File: src/rtl/contador_bounce.sv
// rtl/contador_bounce.sv - bounded up/down/bounce counter; CONTADOR_BOUNCE_HOLD_EN adds endpoint hold states
module contador_bounce #(
  parameter int WIDTH = 4
) (
  input  logic             clock,
  input  logic             clear,
  input  logic             en,
  input  logic [1:0]       mode,
  input  logic [WIDTH-1:0] lo,
  input  logic [WIDTH-1:0] hi,
  input  logic             load,
  input  logic [WIDTH-1:0] load_val,
  output logic [WIDTH-1:0] s,
  output logic             dir,
  output logic             tc,
  output logic             err
);

  typedef enum logic [1:0] {
    UP      = 2'd0,
    DOWN    = 2'd1,
    HOLD_HI = 2'd2,
    HOLD_LO = 2'd3
  } state_t;

  localparam logic [WIDTH-1:0] ONE = WIDTH'(1);

  state_t state;

  logic [WIDTH-1:0] s_inc;
  logic [WIDTH-1:0] s_dec;
  logic [WIDTH-1:0] hi_m1;
  logic [WIDTH-1:0] lo_p1;
  logic             in_range;
  logic             bound_bad;

  // step candidates; only used when lo < hi, so none of them can wrap
  always_comb begin
    s_inc     = s + ONE;
    s_dec     = s - ONE;
    hi_m1     = hi - ONE;
    lo_p1     = lo + ONE;
    in_range  = (s >= lo) && (s <= hi);
    bound_bad = (lo >= hi);
  end

  // counter state machine: clear > load > bound error > enable > hold
  always_ff @(posedge clock) begin
    if (clear) begin
      s     <= '0;
      dir   <= 1'b0;
      tc    <= 1'b0;
      err   <= 1'b0;
      state <= UP;
    end else if (load) begin
      s  <= load_val;
      tc <= 1'b0;
      if (state == HOLD_HI) state <= DOWN;
      else if (state == HOLD_LO) state <= UP;
    end else if (bound_bad) begin
      err <= 1'b1;
      tc  <= 1'b0;
    end else begin
      err <= 1'b0;
      if (!en) begin
        tc <= 1'b0;
      end else begin
        case (mode)
          2'b00: begin
            dir   <= 1'b0;
            state <= UP;
            if (!in_range || s == hi) begin
              s  <= lo;
              tc <= 1'b0;
            end else begin
              s  <= s_inc;
              tc <= (s_inc == hi);
            end
          end
          2'b01: begin
            dir   <= 1'b1;
            state <= DOWN;
            if (!in_range || s == lo) begin
              s  <= hi;
              tc <= 1'b0;
            end else begin
              s  <= s_dec;
              tc <= (s_dec == lo);
            end
          end
          default: begin
            case (state)
              UP: begin
                if (!in_range) begin
                  s  <= lo;
                  tc <= 1'b0;
                end else if (s == hi) begin
`ifdef CONTADOR_BOUNCE_HOLD_EN
                  state <= HOLD_HI;
                  tc    <= 1'b0;
`else
                  s     <= hi_m1;
                  dir   <= 1'b1;
                  state <= DOWN;
                  tc    <= (hi_m1 == lo);
`endif
                end else begin
                  s  <= s_inc;
                  tc <= (s_inc == hi);
                end
              end
              DOWN: begin
                if (!in_range) begin
                  s  <= hi;
                  tc <= 1'b0;
                end else if (s == lo) begin
`ifdef CONTADOR_BOUNCE_HOLD_EN
                  state <= HOLD_LO;
                  tc    <= 1'b0;
`else
                  s     <= lo_p1;
                  dir   <= 1'b0;
                  state <= UP;
                  tc    <= (lo_p1 == hi);
`endif
                end else begin
                  s  <= s_dec;
                  tc <= (s_dec == lo);
                end
              end
              HOLD_HI: begin
                s     <= hi_m1;
                dir   <= 1'b1;
                state <= DOWN;
                tc    <= (hi_m1 == lo);
              end
              default: begin
                s     <= lo_p1;
                dir   <= 1'b0;
                state <= UP;
                tc    <= (lo_p1 == hi);
              end
            endcase
          end
        endcase
      end
    end
  end

endmodule

File: config.mk
export PLATFORM = sky130hd
export DESIGN_NAME = contador_bounce
export DESIGN_NICKNAME = d
export VERILOG_FILES = /design/src/rtl/contador_bounce.sv
export SDC_FILE = /design/constraint.sdc
export NUM_CORES = 1
export LEC_CHECK = 0
export CAP_MARGIN = 30
export CORE_ASPECT_RATIO = 0.8
export CORE_MARGIN = 2
export CORE_UTILIZATION = 45
export CTS_CLUSTER_SIZE = 24
export DETAILED_ROUTE_END_ITERATION = 8
export GPL_ROUTABILITY_DRIVEN = 0
export PLACE_DENSITY = 0.7
export REMOVE_ABC_BUFFERS = 1
export SETUP_SLACK_MARGIN = 0.4
export SLEW_MARGIN = 20
export SYNTH_ARGS = -nofsm -noshare
export SYNTH_HDL_FRONTEND = slang
export SYNTH_SLANG_ARGS = --single-unit
export TNS_END_PERCENT = 50
File: constraint.sdc
create_clock -name clock -period 6.9 [get_ports clock]
set_input_delay 2.07 -clock clock [delete_from_list [all_inputs] [get_ports clock]]
set_output_delay 2.07 -clock clock [all_outputs]
set_load 0.005 [all_outputs]
## After elaboration in Yosys (flattened, before gate mapping)

Index checks and enable logic that the tools add are counted.

- Flip-flop bits (word level): 9
- Input port bits: 18
- Output and inout port bits: 7
- Word-level logic and storage cells: 83

- Add/subtract/negate cells: 4
- Magnitude comparators: 3
- Equal/unequal tests: 20
- Mux-type cells: 37
- Bitwise operators: 3
- Reductions and logical operators: 11

Operators with widths:

| cell | number |
|---|---|
| $mux W4 | 9 |
| $eq A4 B4 Y1 | 6 |
| $mux W2 | 9 |
| $reduce_and A7 Y1 | 2 |
| $pmux W4 S3 | 1 |
| $mux W1 | 11 |
| $ne A5 B3 Y1 const B | 2 |
| $ne A5 B5 Y1 const B | 2 |
| $add A4 B1 Y4 const B | 2 |
| $ge A4 B4 Y1 | 2 |
| $ne A4 B2 Y1 const B | 2 |
| $ne A4 B4 Y1 const B | 2 |
| $pmux W4 S2 | 1 |
| $sub A4 B1 Y4 const B | 2 |
| $pmux W1 S3 | 2 |
| $pmux W2 S3 | 1 |
| $eq A2 B1 Y1 const B | 2 |
| $eq A2 B2 Y1 const B | 2 |
| $le A4 B4 Y1 | 1 |
| $logic_not A2 Y1 | 2 |
| $pmux W1 S2 | 2 |
| $pmux W2 S2 | 1 |
| $reduce_or A4 Y1 | 1 |
| $ne A3 B1 Y1 const B | 1 |
| 7 further kinds | 10 |

## Longest topological paths before layout

Gate-level depths: netlist of run 1.

- Depth after elaboration: 9
- Depth in mapped cells: 9
- Depth with buffers taken out: 9

## Worst setup path after synthesis of run 1

OpenSTA, ideal clock, no wires.

- Path type: in2reg
- Start point: input lo[1]
- End point: register s[2]
- Library setup time: 134 ps
- Arrival time: 3,809 ps
- Required time: 6,766 ps
- Path slack: 2,957 ps
- Stages on the path: 9
- Path buffers: 1
- Cells stage by stage: clkbuf_1 -> inv_1 -> ha_1 -> o21ai_0 -> a21oi_1 -> nand3_1 -> mux2i_1 -> a2111oi_0 -> a21oi_1

- Word-level cells in the longest chain between the ends: 9
- Elaborated cells on any way between the ends: 20
- Those cells by class: add/sub: 1; order compare: 2; eq/ne: 2; mux: 10; reduce/logical: 5

RTL lines:

| what | RTL line | RTL |
|---|---|---|
| start: declaration | 9 | `input logic [WIDTH-1:0] lo,` |
| branches (longest 9 deep; another with $add A4 B1 Y4) | n/a |  |
| end signal: assignment | 56 | `s <= load_val;` |
| end signal: assignment | 73 | `s <= lo;` |
| end signal: assignment | 76 | `s <= s_inc;` |
| end: declaration | 13 | `output logic [WIDTH-1:0] s,` |

Parallel ways; which one is timed is not known. The select of a mux whose other input is x is not followed.
A chain may end at the register's enable or synchronous reset.

## Worst setup path after layout of run 1

- Start point: input lo[0]
- End point: register state[0]

- Word-level cells in the longest chain between the ends: 4
- Elaborated cells on any way between the ends: 9
- Those cells by class: order compare: 2; eq/ne: 5; reduce/logical: 2

RTL lines:

| what | RTL line | RTL |
|---|---|---|
| $ge A4 B4 Y1 | 43 | `in_range = (s >= lo) && (s <= hi);` |
| $logic_and A1 B1 Y1 | 43 |  |
| $ne A5 B5 Y1 (no source line) or $ne A5 B3 Y1 (tied branches) | n/a |  |
| $reduce_and A7 Y1 (no source line) (*) | n/a |  |
| end signal: assignment | 54 | `state <= UP;` |
| end signal: assignment | 58 | `if (state == HOLD_HI) state <= DOWN;` |
| end signal: assignment | 59 | `else if (state == HOLD_LO) state <= UP;` |
| end: declaration | 28 | `state_t state;` |

Every way passes the cells marked *; elsewhere a longest branch is shown, timed or not.

==> results of run 1 <==
worst reg2reg max path, delay by kind of cell (launching register included):
kind | cells | cell delay (ps)
AO/OA/AOI/OAI | 4 | 970
adder cells (fa/ha/maj) | 1 | 370
buffers and inverters | 1 | 190
flip-flops | 1 | 550
multiplexers | 1 | 190
AND/OR/NAND/NOR | 1 | 310
layout make-up:
| type | count | area (µm²) | area share |
|---|---|---|---|
| Multi-Input combinational cell | 155 | 1170 | 0.681 |
| Timing Repair Buffer | 24 | 240 | 0.140 |
| Sequential cell | 8 | 160 | 0.0932 |
| Inverter | 15 | 56.3 | 0.0328 |
| Tap cell | 40 | 50.0 | 0.0291 |
| Clock buffer | 3 | 41.3 | 0.0240 |
kinds of logic after synthesis:
| kind of cell | after synthesis | share of synthesized area |
|---|---|---|
| muxes | 14 | 0.120 |
| buffers and inverters | 20 | 0.0534 |
| adders and majority gates | 16 | 0.142 |
| and+or+nand+nor | 61 | 0.218 |
| xor gates and xnor gates | 21 | 0.136 |
| AOI/OAI and AO/OA | 43 | 0.216 |
| DFF | 8 | 0.114 |
cell usage in the layout, fill, tap and decap left out, types with 2 or more instances in the layout:
| master | instances |
|---|---|
| o21a_1 | 4 |
| xnor2_1 | 13 |
| nor2b_1 | 3 |
| dfxtp_1 | 8 |
| or3_1 | 2 |
| o21ai_0 | 6 |
| mux2i_1 | 9 |
| nand2b_1 | 3 |
| a21o_1 | 3 |
| nor3_1 | 6 |
| o2111ai_1 | 2 |
| inv_1 | 14 |
| o211a_1 | 2 |
| o211ai_1 | 3 |
| nand2_1 | 21 |
| xor2_1 | 7 |
| mux4_2 | 2 |
| o21ai_2 | 2 |
| clkdlybuf4s50_1 | 24 |
| nand3_1 | 10 |
| clkbuf_8 | 3 |
| o221ai_1 | 2 |
| a211oi_1 | 2 |
| nor4_1 | 2 |
| a21oi_1 | 10 |
| mux2_2 | 3 |
| ha_1 | 16 |
| nor2_1 | 9 |
worst paths after layout:
kind                            depth (start not counted)       end   from  slack [ps]
worst max-delay path                                    9  state[0]  lo[0]        2090
worst min-delay path                                    2       dir    dir         450
worst max register to register                          8      s[2]   s[0]        4180
worst min register to register                          2       dir    dir         450
sequential cells by signal (all words and copies together), names as in the netlist:
| signal | count |
|---|---|
| err | 1 |
| dir | 1 |
| s | 4 |
| state | 1 |
| tc | 1 |
stage by stage:
step,hold slack (ps),total power [µW],std cells
global route,465,259,245
detailed placement,447,185,242
finish,449,243,245
floorplan,442,141,178
CTS,450,242,245
global placement,444,184,242
routing by layer:
| layer | wire [µm] | global-route usage | vias to the layer above |
|---|---|---|---|
| met5 | 0 | 0 | - |
| met4 | 0 | 0.0136 | 0 |
| met3 | 422 | 0.0335 | 0 |
| met2 | 1780 | 0.402 | 71 |
| met1 | 1820 | 0.340 | 677 |
| li1 | - | - | 716 |
power groups by stage:
stage                     registers [µW]  clock network [µW]  logic, µW
after floorplan                     55.9                   0       85.5
after global placement              58.2                   0        126
after detailed placement            58.6                   0        126
after CTS                           57.8                56.3        128
after global routing                58.6                59.3        141
final                               57.9                54.5        130
==> impl_metrics.ini, run 1 <==
[sta]
timing.fmax_ghz = 0.208
worst-slew-pin-transition_ps = 617
slew_viol_final = 0
period_share = 0.697
hold_viol = 0
finalCriticalPeriod_ps = 4810
fin_ws_ps = 2090
skew_ps = 1.74
setup_violations = 0
rsz0062_at_grt = false
max_slew_margin = 0.588
setup_tns_ps = 0

[power_and_ir_drop]
pwr-share-seq = 0.239
pwr-share-clk = 0.225
swShare = 0.392
power.leakage_uw = 0.000734
internal_power_uw = 148
ir_drop_mv = 0.103
combPwrFrac = 0.537
p_sw_uw = 95.2
powerDensity_mw_per_mm2 = 141

[logic_synthesis]
yosys_most_used_dff = dfxtp_1
ys_seq_elements = 8
ys_types = 42
synth_cells = 183
syn_area_per_cell_um2 = 7.68
synthArstFlopShare = 0
synth-edff-count = 0
yosysTopAreaCell = ha_1
yosysWarningCount = 0
yosysSeqAreaShare = 0.114
synthTopCellsByCount = nand2_1 (21), ha_1 (16), inv_1 (14)
yosysTopAreaCellShare = 0.142
synth.most_common_cell = nand2_1
synth_area_leaders = ha_1 (14%), dfxtp_1 (11%), xnor2_1 (8.1%)
syn-cell-area_mm2 = 0.00141

[cts]
clock_sinks = 8
cts_root_buf = clkbuf_8
clk_latency_ps = 220
clk_pin_slew_ps = 40
cts_setup_buffers = 0
cts_tree = done
htree_levels = 1
hold_buffers = 0
cts_made_buffers = 3
post_cts_resized = 0
clk_path_buf_depth = 2

[grt]
grt_max_degree = 17
grt_pass1_wl_um = 6470
antenna_found_initial = 0
grt-ovfl-total = 0
grt_use_total = 0.238
grt_pass1_vias = 1336

[worst_setup_path]
crit_slowest_cell = clkdlybuf4s50_1
cpPeakStageDelay_ps = 600
crit_path_start_kind = input pin
end_kind = register
cp_data_arrival_time_ps = 4960
critPathTopFamily = compound AO/OA/AOI/OAI gates
critical_path_required_ps = 7050
path_max_fanout = 7
path_cells = clkdlybuf4s50_1 > inv_1 > ha_1 > nand2b_1 > a211oi_1 > o211ai_2 > a311o_1 > or3_1 > a21oi_1
critPathBufInv = 2
crit_type = in -> reg

[floorplan]
ios = 25
core_area_mm2 = 0.00304
start_util = 0.463
die_h_um = 54
dieArea_mm2 = 0.00359
die_w_um = 66.5
row_count = 18

[layout]
final_cell_area_mm2 = 0.00172
nNetsFinal = 241
finish.utilization = 0.565
drive_gt1_frac = 0.0732
area_growth_syn_to_layout_pct = 22.2
fill_cells = 289
diodes = 0

[place]
hpwl_um = 3190
io_buffers = 24
preCtsSetupSlack_ps = 1930
dpl_cell_area_mm2 = 0.00168

[drt]
drc_errors = 0
via_per_inst = 5.98
drtIter0Drc = 98
detail-route-antenna-nets = 0
drt_pass1_iterations = 4
drt-total-wl_um = 4030
wl_per_cell_um = 16.4
vias = 1464

[status]
status = complete, no violations

[min_path]
hp-class = reg -> reg

[job]
cap_violations = 0
Power figures use the tool's default switching activity.
==> run 2: changes to the inputs <==
--- a/config.mk
+++ b/config.mk
@@ -12,7 +12,7 @@
 export CTS_CLUSTER_SIZE = 24
 export DETAILED_ROUTE_END_ITERATION = 8
 export GPL_ROUTABILITY_DRIVEN = 0
-export PLACE_DENSITY = 0.7
+export PLACE_DENSITY = 0.73
 export REMOVE_ABC_BUFFERS = 1
 export SETUP_SLACK_MARGIN = 0.4
 export SLEW_MARGIN = 20
==> constraint.sdc (replaced) <==
create_clock -name clock -period 4.3 [get_ports clock]
set_input_delay 1.29 -clock clock [delete_from_list [all_inputs] [get_ports clock]]
set_output_delay 1.29 -clock clock [all_outputs]
set_load 0.005 [all_outputs]
==> run 2 against run 1 <==
Net effect:
- sequential power is 60% higher
- first-iteration DRC count is 35% higher
- clock power is 66% higher
- critical path type unchanged
==> impl_metrics.ini, run 2 (synthesized netlist as in run 1, its figures left out) <==
[status]
status = complete, no violations

[worst_setup_path]
path_max_fanout = 5
end_kind = register
crit_type = in -> reg
critical_path_required_ps = 4400
crit_path_start_kind = input pin
cp_data_arrival_time_ps = 3870

[power_and_ir_drop]
p_sw_uw = 154
swShare = 0.392
combPwrFrac = 0.533
powerDensity_mw_per_mm2 = 225
ir_drop_mv = 0.146
power.leakage_uw = 0.000754
pwr-share-seq = 0.236
pwr-share-clk = 0.231
internal_power_uw = 239

[cts]
cts_root_buf = clkbuf_8
clk_pin_slew_ps = 40
cts_made_buffers = 3
clk_path_buf_depth = 2
htree_levels = 1
cts_tree = done
clock_sinks = 8
clk_latency_ps = 230

[sta]
setup_tns_ps = 0
timing.fmax_ghz = 0.265
slew_viol_final = 0
setup_violations = 0
max_slew_margin = 0.573
rsz0062_at_grt = false
skew_ps = 0.937
period_share = 0.878
hold_viol = 0
worst-slew-pin-transition_ps = 640
fin_ws_ps = 524
finalCriticalPeriod_ps = 3780

[job]
cap_violations = 0

[drt]
drtIter0Drc = 132
drt_pass1_iterations = 5
via_per_inst = 6.13
wl_per_cell_um = 16.0
drt-total-wl_um = 3950
drc_errors = 0
vias = 1513
detail-route-antenna-nets = 0

[place]
post-place-cells = 244
dpl_cell_area_mm2 = 0.00169
preCtsSetupSlack_ps = 190
hpwl_um = 3170
io_buffers = 24

[floorplan]
dieArea_mm2 = 0.00359
start_util = 0.463
die_w_um = 66.5
ios = 25
row_count = 18
die_h_um = 54
core_area_mm2 = 0.00304

[layout]
nNetsFinal = 243
post_layout_nonfiller_instances = 247
final_cell_mix = clkdlybuf4s50_1 (23), nand2_1 (21), ha_1 (16)
diodes = 0
largest_reg_flops = 4
drive_gt1_frac = 0.0870
mostFrequentLayoutCell = clkdlybuf4s50_1
top_register = s
area_growth_syn_to_layout_pct = 23.8
final_cell_area_mm2 = 0.00174

[min_path]
hp-class = reg -> reg

[grt]
antenna_found_initial = 0
grt-ovfl-total = 0
grt_pass1_wl_um = 6690
grt_use_total = 0.246
grt_max_degree = 17
grt_pass1_vias = 1380
==> run 2: changes by cell type in the layout (fill, tap and decap cells not counted) <==
cell and delta:
dlymetal6s2s_1 +1, a211oi_1 -1, a211oi_2 +1, clkdlybuf4s50_1 -1, buf_4 +2
==> run 2: power groups by stage <==
| stage | Combinational [µW] | Sequential [µW] | Clock (µW) |
|---|---|---|---|
| 2_1_floorplan | 137 | 89.8 | 0 |
| 3_3_place_gp | 201 | 93.2 | 0 |
| 3_5_place_dp | 204 | 93.5 | 0 |
| 4_1_cts | 205 | 92.2 | 93.9 |
| 5_1_grt | 228 | 93.6 | 98.4 |
| 6_report | 209 | 92.5 | 90.7 |
==> run 2: critical path, stage by stage <==
cell             delay [ps]
clkdlybuf4s50_1         590
inv_1                   140
ha_1                    340
nor2b_1                 140
o211a_1                 230
o21ai_2                 200
nand3_1                 250
mux2i_1                 190
a2111oi_0               420
a21oi_1                 110
==> run 2: routing by layer <==
metal  up-vias  wire length, µm  track usage
met5         -                0            0
met4         0               18       0.0476
met3         2              441       0.0460
met2        97             1720        0.402
met1       696             1770        0.340
li1        718                -            -
==> run 2: stage by stage <==
stage / utilization / hold WS (ps) / total power [µW]
after floorplan: - / 442 / 227
after global placement: 0.557 / 446 / 294
after detailed placement: 0.557 / 450 / 297
after CTS: 0.570 / 456 / 391
after global routing: 0.573 / 471 / 420
final: 0.573 / 454 / 392
==> run 2: area by class of cell <==
cell class | instances | area [µm²]
fill | 278 | 1300
multi-input combinational | 155 | 1180
timing repair buffer | 26 | 258
sequential | 8 | 160
inverter | 15 | 56.3
tap | 40 | 50.0
clock buffer | 3 | 41.3
==> run 2: worst paths after layout <==
| path | from | to | slack (ps) | cells past startpoint |
|---|---|---|---|---|
| worst max register to register | s[0] | s[2] | 1600 | 8 |
| worst max-delay path | hi[1] | s[2] | 520 | 10 |
| worst min register to register | dir | dir | 450 | 2 |
| worst min-delay path | dir | dir | 450 | 2 |
==> run 2: timing repair <==
action                     4_1_cts  5_1_grt
hold buffers                     0        0
hold endpoints to repair         0        0
setup endpoints to repair        0        4
resized for setup                0        2
buffers inserted                 0        0
==> run 3: changes to the inputs <==
--- a/config.mk
+++ b/config.mk
@@ -5,7 +5,6 @@
 export SDC_FILE = /design/constraint.sdc
 export NUM_CORES = 1
 export LEC_CHECK = 0
-export CAP_MARGIN = 30
 export CORE_ASPECT_RATIO = 0.8
 export CORE_MARGIN = 2
 export CORE_UTILIZATION = 45
==> results of run 3 <==
The final DEF is identical to that of run 2; final timing and power are the same.
